**src/rtl/mem_arbiter.sv**
```systemverilog
// Shared main-memory arbiter: grants one cache miss engine at a time and holds the strobes for MEM_LAT cycles.
// Tie policy: define MEM_ARB_RR_EN for round-robin; otherwise the data side always wins ties.
module mem_arbiter #(
  parameter int MEM_LAT = 2,
  parameter int AW      = 32,
  parameter int DW      = 32
) (
  input  logic          clk,
  input  logic          rst,
  input  logic          i_rd,
  input  logic          i_wr,
  input  logic [AW-1:0] i_addr,
  input  logic [DW-1:0] i_wdata,
  input  logic          d_rd,
  input  logic          d_wr,
  input  logic [AW-1:0] d_addr,
  input  logic [DW-1:0] d_wdata,
  output logic          i_done,
  output logic          d_done,
  output logic [DW-1:0] rdata,
  output logic [1:0]    gnt,
  output logic          busy,
  output logic [AW-1:0] mem_addr,
  output logic [DW-1:0] mem_wdata,
  output logic          mem_rd,
  output logic          mem_wr,
  input  logic [DW-1:0] mem_rdata,
  output logic          err
);

  typedef enum logic [1:0] {S_IDLE, S_BUSY, S_DONE} state_t;

  localparam logic [3:0] CNT_LAST = 4'(MEM_LAT - 1);

  state_t        r_state;
  logic [3:0]    r_cnt;
  logic          r_owner;
  logic          r_i_done;
  logic          r_d_done;
  logic [DW-1:0] r_rdata;
  logic [1:0]    r_gnt;
  logic          r_busy;
  logic [AW-1:0] r_mem_addr;
  logic [DW-1:0] r_mem_wdata;
  logic          r_mem_rd;
  logic          r_mem_wr;
  logic          r_err;

  logic          w_i_req;
  logic          w_d_req;
  logic          w_pick_d;
  logic          w_wr_sel;
  logic          w_both;
  logic [AW-1:0] w_addr_sel;
  logic [DW-1:0] w_wdata_sel;

  assign w_i_req = i_rd | i_wr;
  assign w_d_req = d_rd | d_wr;

`ifdef MEM_ARB_RR_EN
  // r_last holds the most recent owner (0 = i, 1 = d); on a tie the other side wins.
  logic r_last;
  assign w_pick_d = w_d_req & (~w_i_req | ~r_last);
`else
  assign w_pick_d = w_d_req;
`endif

  // rd together with wr is executed as a write.
  assign w_wr_sel    = w_pick_d ? d_wr : i_wr;
  assign w_addr_sel  = w_pick_d ? d_addr : i_addr;
  assign w_wdata_sel = w_pick_d ? d_wdata : i_wdata;
  assign w_both      = (i_rd & i_wr) | (d_rd & d_wr);

  always_ff @(posedge clk or negedge rst) begin
    if (!rst) begin
      r_state     <= S_IDLE;
      r_cnt       <= 4'd0;
      r_owner     <= 1'b0;
      r_i_done    <= 1'b0;
      r_d_done    <= 1'b0;
      r_rdata     <= '0;
      r_gnt       <= 2'b00;
      r_busy      <= 1'b0;
      r_mem_addr  <= '0;
      r_mem_wdata <= '0;
      r_mem_rd    <= 1'b0;
      r_mem_wr    <= 1'b0;
      r_err       <= 1'b0;
`ifdef MEM_ARB_RR_EN
      r_last      <= 1'b1;
`endif
    end else begin
      r_i_done <= 1'b0;
      r_d_done <= 1'b0;
      if (w_both) begin
        r_err <= 1'b1;
      end
      case (r_state)
        S_IDLE: begin
          if (w_i_req | w_d_req) begin
            r_owner     <= w_pick_d;
            r_gnt       <= w_pick_d ? 2'b10 : 2'b01;
            r_mem_addr  <= w_addr_sel;
            r_mem_wdata <= w_wdata_sel;
            r_mem_rd    <= ~w_wr_sel;
            r_mem_wr    <= w_wr_sel;
            r_cnt       <= 4'd0;
            r_busy      <= 1'b1;
            r_state     <= S_BUSY;
`ifdef MEM_ARB_RR_EN
            r_last      <= w_pick_d;
`endif
          end
        end
        S_BUSY: begin
          if (r_cnt == CNT_LAST) begin
            if (r_mem_rd) begin
              r_rdata <= mem_rdata;
            end
            r_mem_rd <= 1'b0;
            r_mem_wr <= 1'b0;
            r_i_done <= ~r_owner;
            r_d_done <= r_owner;
            r_state  <= S_DONE;
          end else begin
            r_cnt <= r_cnt + 4'd1;
          end
        end
        S_DONE: begin
          r_gnt   <= 2'b00;
          r_busy  <= 1'b0;
          r_state <= S_IDLE;
        end
        default: begin
          r_state <= S_IDLE;
        end
      endcase
    end
  end

  assign i_done    = r_i_done;
  assign d_done    = r_d_done;
  assign rdata     = r_rdata;
  assign gnt       = r_gnt;
  assign busy      = r_busy;
  assign mem_addr  = r_mem_addr;
  assign mem_wdata = r_mem_wdata;
  assign mem_rd    = r_mem_rd;
  assign mem_wr    = r_mem_wr;
  assign err       = r_err;

endmodule
```
**config.mk**
```make
export PLATFORM = sky130hd
export DESIGN_NAME = mem_arbiter
export DESIGN_NICKNAME = d
export VERILOG_FILES = /design/src/rtl/mem_arbiter.sv
export SDC_FILE = /design/constraint.sdc
export NUM_CORES = 1
export LEC_CHECK = 0
export ABC_AREA = 1
export BUFFER_PORTS_ARGS = -buffer_cell sky130_fd_sc_hd__buf_4
export CAP_MARGIN = 10
export CORE_MARGIN = 4
export CORE_UTILIZATION = 31
export CTS_CLUSTER_SIZE = 20
export DETAILED_ROUTE_END_ITERATION = 6
export GPL_ROUTABILITY_DRIVEN = 0
export GPL_TIMING_DRIVEN = 0
export SKIP_LAST_GASP = 1
export SYNTH_ARGS = -nofsm -noshare
export SYNTH_HDL_FRONTEND = slang
export SYNTH_SLANG_ARGS = --single-unit
```
**constraint.sdc**
```tcl
create_clock -name clk -period 1.3 [get_ports clk]
set_input_delay 0.26 -clock clk [delete_from_list [all_inputs] [get_ports clk]]
set_output_delay 0.26 -clock clk [all_outputs]
set_load 0.02 [all_outputs]
```
# --- After elaboration in Yosys (flattened, before gate mapping) ---
# Cells that the tools add are included.
word_totals:
  ff_bits: 111
  word_cells: 60
op_classes:
  n_addsub: 1
  eq_ne: 6
  n_mux: 23
  bitwise_logic: 8
  reduce_logical: 9
ops:
  columns: ["operator", "count"]
  rows:
  - ["32-bit 2-to-1 mux", 2]
  - ["1-bit 2-to-1 mux", 9]
  - ["3-bit AND reduction", 3]
  - ["2-bit 2-to-1 mux", 4]
  - ["4-bit 2-to-1 mux", 2]
  - ["2-bit case mux with 2 select lines", 2]
  - ["4-bit case mux with 2 select lines", 1]
  - ["2-bit inequality test (second input constant)", 3]
  - ["1-bit case mux with 2 select lines", 3]
  - ["2-bit AND reduction", 3]
  - ["4-bit by 1-bit adder with 4-bit output (second input constant)", 1]
  - ["4-bit by 1-bit == test with 1-bit output (second input constant)", 1]
  - ["1-bit OR", 4]
  - ["2-bit nonzero test", 2]
  - ["1-bit AND", 2]
  - ["2-bit by 1-bit == test with 1-bit output (second input constant)", 1]
  - ["2-bit == test (second input constant)", 1]
  - ["2-bit logical NOT", 1]
  - ["1-bit NOT", 2]

# --- Depth between registers and ports, before layout ---
# Gate-level depths: netlist of the first run.
logic_depth:
  ltp_word: 5
  depth_mapped: 8
  mapped_depth_nobuf: 7

# --- Worst setup path before layout of the first run ---
# Ideal clock, no wire load.
synth_timing:
  kind: "reg-to-reg"
  startpoint: "register r_mem_rd, in the netlist mem_rd"
  endpoint: "register r_rdata[10], in the netlist rdata[10]"
  arrival_ns: 1.134
  t_required_ns: 1.182
  setup_slack_ns: 0.048
  path_stages_with_launch: 6
  path_buffers: 2
  synth_period_minus_slack_ns: 1.252
  path_cell_list: "dfrtp_1 -> buf_1 -> nand4_1 -> buf_2 -> nand2_1 -> nand2_1"
synth_between:
  elab_chain_cells: 1
synth_lines:
  columns: ["element", "line_no", "source"]
  rows:
  - ["start: declaration", "45", "logic r_mem_rd;"]
  - ["start signal: assignment", "105", "r_mem_rd <= ~w_wr_sel;"]
  - ["3-bit AND reduction (no line)", null, null]
  - ["end signal: assignment", "118", "r_rdata <= mem_rdata;"]
  - ["end: declaration", "40", "logic [DW-1:0] r_rdata;"]
# Every way passes these cells.
# A chain may end at the register's enable or synchronous reset.

# --- Worst setup path in the final report of the first run ---
layout_timing:
  startpoint: "register r_cnt[1]"
  endpoint: "register r_rdata[10], in the netlist rdata[10]"
layout_between:
  elab_chain_cells: 2
layout_lines:
  columns: ["element", "line_no", "source"]
  rows:
  - ["start: declaration", "36", "logic [3:0] r_cnt;"]
  - ["start signal: assignment", "126", "r_cnt <= r_cnt + 4'd1;"]
  - ["4-bit by 1-bit == test with 1-bit output", "116", "if (r_cnt == CNT_LAST) begin"]
  - ["3-bit AND reduction (no line)", null, null]
# Every way passes these cells.

==> results.toml, run 1 <==
[clock_tree]
clkTransAtPathRegs_ns = 0.07
cts.sinks = 111
cts-root-buf = "clkbuf_16"
htree_levels = 3
cts_buffer_depth = 2
clock_latency_ns = 0.36
cts_tree = "done"
cts_inserted_buffers = 9

[yosys]
ys_warn_count = 0
netlist_area_um2 = 5250
ys_ff_latch = 111
synth_top_area_share_pct = 53.0
syn_nets = 875
ys_seq_area_share_pct = 53.0
yosysMostFrequentCell = "nand2_1"
synth.distinct_cells = 18
ys_top_cells_by_area = "dfrtp_1 (53%), nand2_1 (29%), o21ai_0 (5.8%)"
synth_cells = 707
synth-main-ff-cell = "dfrtp_1"
synth-edff-count = 0
synth_top_area_cell = "dfrtp_1"
yosys-top-cells-count = "nand2_1 (412), dfrtp_1 (111), o21ai_0 (61), nand3_1 (44), buf_2 (20)"
syn_avg_cell_area_um2 = 7.42
ys_async_sr_fraction_pct = 100

[drt]
first_pass_iters = 4
drt-total-wl_mm = 18.2
antenna_left = 0
drt-vias-per-instance = 4.51
drt-wirelength-per-cell_um = 14.8
drt-initial-drc-count = 271
post-route-drc-count = 0
vias = 5546

[timing]
worstMarginPinSlew_ns = 0.468
rsz0062_at_grt = "true"
timing.slew.headroom_pct = 68.8
slew_viol_final = 0
post-route-period-util_pct = 99.5
hold_violations = 0
period_needed_ns = 1.29
max_freq_mhz = 773
setup_viol = 0
whs_ns = 0.114
skew_ns = 0.00844

[power_and_ir_drop]
p_leak_uw = 0.00458
total_power_uw = 19400
irDropWorstVdd_uv = 836
powerDensity_nw_per_um2 = 2330

[grt]
antenna_found_initial = 0
first_global_vias = 5470
grt.total_usage_pct = 18.7
grt_max_degree = 68
overflow = 0
grt_pass1_wl_mm = 28.9

[setup_path]
cp_max_fo = 7
worstSetupPathType = "register to register"
setup.worst_path.end_class = "register"
required_ns = 1.54
critPathLaunchType = "register"
critical_path_arrival_ns = 1.53

[place]
place_hpwl_mm = 13.8
placedInstanceArea_um2 = 7570
io_buffers = 269

[floorplan]
num_io_pins = 270
die_w_um = 138
rows = 47
start_util_pct = 31.6
placeableCoreArea_um2 = 16600
dieArea_um2 = 19100
die_y_um = 138

[outcome]
status = "completed"

[layout]
nets = 1173
area_growth_pct = 58.2
final_cell_area_um2 = 8300
num_antenna_cells = 0
drive_gt1_share_pct = 35.9
finalCoreUtilization_pct = 50.0

[job]
maxCapViolCount = 0

[min_path]
hp-class = "input port to register"
## cell usage in the layout, fill, tap and decap left out, types with 2 or more instances in the layout
master,instances
nor2_4,3
buf_6,10
a21oi_1,3
nand4_1,2
inv_2,2
nand2_2,9
clkinvlp_4,2
clkbuf_16,13
buf_12,3
nor2_1,3
buf_2,14
o21ai_1,4
o21ai_0,61
clkbuf_1,12
inv_1,10
clkbuf_4,2
nand3_2,3
nand3_1,41
nor2_2,2
clkinv_2,2
buf_4,277
nand2_4,5
dfrtp_1,110
buf_8,6
clkbuf_2,4
nand2_1,399
## per-layer routing
layer,GRT usage [%],wire [um]
met1,23.0,7480
met3,6.84,1700
met5,0,0
met2,30.5,8650
met4,6.34,372
## critical path, stage by stage, from the launching register on
cell and delay (ns):
dfrtp_1 0.40, inv_2 0.08, ha_4 0.15, nand4_1 0.12, buf_6 0.18, clkbuf_16 0.15, nand2_1 0.05, nand2_1 0.05
## worst paths after layout
kind	startpoint	endpoint	slack [ns]	depth (start not counted)
min in group asynchronous	rst	mem_addr[18]	0.41	2
max in group asynchronous	rst	r_state[1]	0.22	3
hold / removal	i_rd	err	0.11	3
setup reg to reg	r_cnt[1]	rdata[10]	0.006	7
hold reg to reg	rdata[5]	rdata[5]	0.48	2
setup / recovery	r_cnt[1]	rdata[10]	0.006	7
## layout make-up
cell class	count	area, um^2
multi-input cells	537	2290
plain buffers	46	364
repair buffers	287	2260
inverters	13	51.3
flip-flops and latches	111	2780
fillers	1695	8280
clock inverters	6	45.0
clock buffers	10	229
well taps	220	275
## cell families after synthesis
logic type                 synth area share (%)
DFF                                        53.0
AOI/OAI and AO/OA                          6.49
buffers and inverters                      5.32
adders and majority gates                 0.477
and+or+nand+nor                            34.8
## registers in the layout (all words and copies together), names as in the netlist
| register | count |
|---|---|
| r_cnt | 4 |
| err | 1 |
| rdata | 32 |
| r_state | 2 |
| busy | 1 |
| mem_rd | 1 |
| mem_wr | 1 |
| mem_wdata | 32 |
| gnt | 2 |
| d_done | 1 |
| mem_addr | 32 |
| i_done | 1 |
| r_owner | 1 |
## power breakdown
part | internal, uW | switching, uW
combinational | 4610 | 6000
sequential | 5140 | 988
clock | 1320 | 1320
## what timing repair did
| action | 4_1_cts | 5_1_grt |
|---|---|---|
| endpoints found under the hold margin | 44 | 0 |
| setup endpoints to repair | 91 | 90 |
| pin swaps | 3 | 10 |
| resized for setup | 32 | 51 |
| hold buffers | 1 | 0 |
| buffers inserted | 9 | 3 |
| gates cloned | 0 | 5 |
## stage by stage
stage | instances | setup slack (ns) | TNS [ns]
CTS | 1223 | -0.0104 | -0.0273
global route | 1230 | -0.0653 | -1.59
detailed placement | 1197 | -0.269 | -13.91
floorplan | 707 | 0.0480 | 0
finish | 1230 | 0.00610 | 0
global placement | 1196 | -0.318 | -47.92
Note: power is estimated with default switching activity, not from simulation.
==> run 2: changes to the inputs <==
==> constraint.sdc (replaced) <==
create_clock -name clk -period 1.3 [get_ports clk]
set_input_delay 0.065 -clock clk [delete_from_list [all_inputs] [get_ports clk]]
set_output_delay 0.065 -clock clk [all_outputs]
set_load 0.02 [all_outputs]
==> run 2 against run 1 <==
Net effect: the run now ends with negative setup slack left; largest cell class is now non-clock buffers; register-to-register slack is essentially flat; combinational power grew 13%; critical path type unchanged; hold slack lost 0.11 ns; highest routed layer unchanged; clock power is essentially flat; global-route usage grew 0.89 points; design area grew 13%.
==> results.toml, run 2 (synthesized netlist as in run 1, its figures left out) <==
[outcome]
status = "complete, but fails checks"
violations = "negative setup slack"

[floorplan]
die_w_um = 138
rows = 47
num_io_pins = 270
die_y_um = 138
placeableCoreArea_um2 = 16600
dieArea_um2 = 19100
start_util_pct = 31.6

[setup_path]
cp-startpoint = "r_cnt[1]"
critical_path_arrival_ns = 1.60
ff2ff_path_depth = 8
worstSetupPathType = "register to register"
path_cells = "inv_2 > ha_4 > nand2_4 > nor2_4 > buf_6 > buf_6 > nand3_1 > nand2_1"
critPathLaunchType = "register"
r2r-end = "rdata[4]"
crit_buf_inv = 3
slowest_delay_ns = 0.40
cp_max_fo = 7
crit_slowest_cell = "dfrtp_1"
reg2reg_from = "r_cnt[1]"
crit_family = "flip-flops"
cpMostUsedCell = "buf_6"
cp.depth = 8
required_ns = 1.59
crit_end = "rdata[4]"
setup.worst_path.end_class = "register"
r2r_setup_slack_ns = -0.008

[timing]
rsz0062_at_grt = "true"
max_freq_mhz = 764
post-route-period-util_pct = 101
worstMarginPinSlew_ns = 0.509
skew_ns = 0.0112
timing.slew.headroom_pct = 66.1
hold_violations = 0
worst_slack_ns = -0.00818
setup_viol = 2
period_needed_ns = 1.31
slew_viol_final = 0

[clock_tree]
cts.sinks = 111
htree_levels = 3
clkTransAtPathRegs_ns = 0.08
cts_inserted_buffers = 9
clock_latency_ns = 0.36
cts_tree = "done"
cts_buffer_depth = 2
cts-root-buf = "clkbuf_16"

[power_and_ir_drop]
switching_share_pct = 42.6
irDropWorstVdd_uv = 873
powerDensity_nw_per_um2 = 2220
power.switching_uw = 8890
p_leak_uw = 0.00506
seqPwrFrac_pct = 29.8
pwr-share-comb_pct = 57.6
pwr-share-clk_pct = 12.7
p_int_uw = 12000

[layout]
area_growth_pct = 79.6
finalCoreUtilization_pct = 56.8
fill_cells = 1514
mostFrequentLayoutCells = "nand2_1 (366), buf_4 (281), dfrtp_1 (110)"
final_common_cell = "nand2_1"
drive_gt1_share_pct = 38.0
fin_cells = 1311
num_antenna_cells = 0
nets = 1254

[grt]
use_met2_pct = 32.5
use_met1_pct = 23.6
first_global_vias = 5923
grt.total_usage_pct = 19.6
overflow = 0
antenna_found_initial = 0
top_usage_layer = "met2"
grt_pass1_wl_mm = 30.5
grt_max_degree = 68
grt_use_met3_pct = 7.11

[place]
io_buffers = 269
place_hpwl_mm = 13.8
dp_slack_ns = -0.269
place_inst = 1197

[job]
maxCapViolCount = 0

[drt]
drt-initial-drc-count = 273
post-route-drc-count = 0
drt-wirelength-per-cell_um = 15.1
drt-total-wl_mm = 19.8
vias = 5895
drt-vias-per-instance = 4.50
first_pass_iters = 5
antenna_left = 0

[min_path]
hp-class = "input port to register"
-- run 2: cell types whose count changed in the layout (fill, tap and decap cells not counted), sizes merged --
cell          previous run  this run
dlygate4sd3              1        74
buf                    311       313
dlymetal6s4s             0         1
clkbuf                  31        36
-- run 2: worst min-delay path by stage --
stage | startpoint | cells after the start | slack [ns] | to
2_1_floorplan | rst | 0 | -0.23 | busy
3_3_place_gp | i_rd | 3 | 0.28 | err
3_5_place_dp | rst | 1 | 0.03 | mem_addr[21]
4_1_cts | i_wdata[27] | 5 | 0.000004 | mem_wdata[27]
5_1_grt | i_addr[28] | 5 | 0.03 | mem_addr[28]
6_report | i_addr[3] | 5 | 0.006 | mem_addr[3]
-- run 2: final cells by class --
class | count | area [um^2] | share of cell area (%)
well taps | 220 | 275 | 2.92
clock buffers | 10 | 229 | 2.43
plain buffers | 44 | 375 | 3.99
repair buffers | 370 | 3200 | 33.9
inverters | 13 | 53.8 | 0.571
flip-flops and latches | 111 | 2780 | 29.5
multi-input cells | 537 | 2470 | 26.2
clock inverters | 6 | 45.0 | 0.478
-- run 2: timing repair --
action / 4_1_cts / 5_1_grt
resized for setup: 31 / 115
hold endpoints to repair: 115 / 0
endpoints found under the setup margin: 91 / 90
gates cloned: 0 / 12
setup buffers: 9 / 5
pin swaps: 3 / 28
hold buffers: 75 / 0
-- run 2: per-stage QoR --
step | area (um^2) | hold slack, ns | total power (uW) | setup TNS (ns)
3_3_place_gp | 7540 | 0.275 | 15500 | -25.33
5_1_grt | 9420 | 0.0279 | 22300 | -2.95
6_report | 9420 | 0.00575 | 20900 | -0.0110
3_5_place_dp | 7570 | 0.0332 | 15600 | -13.03
4_1_cts | 8750 | 0.00000427 | 19000 | -0.0268
2_1_floorplan | 5250 | -0.231 | 11300 | 0
-- run 2: power by group through the flow --
stage          combinational (uW)  clock (uW)  sequential [uW]
3_3_place_gp                 9440           0             6100
3_5_place_dp                 9530           0             6080
4_1_cts                     10200        2740             6090
2_1_floorplan                3350           0             7950
5_1_grt                     13000        2880             6410
6_report                    12000        2650             6210
-- run 2: layer usage --
| layer | wire (um) | vias to the layer above |
|---|---|---|
| li1 | - | 2959 |
| met1 | 7990 | 2695 |
| met2 | 9660 | 219 |
| met3 | 1710 | 22 |
| met4 | 399 | 0 |
| met5 | 0 | - |
-- run 2: tightest hold or removal path, delay by kind of cell --
| kind | cells | cell delay [ns] |
|---|---|---|
| buf+inv | 1 | 0.08 |
| simple gates | 4 | 0.20 |
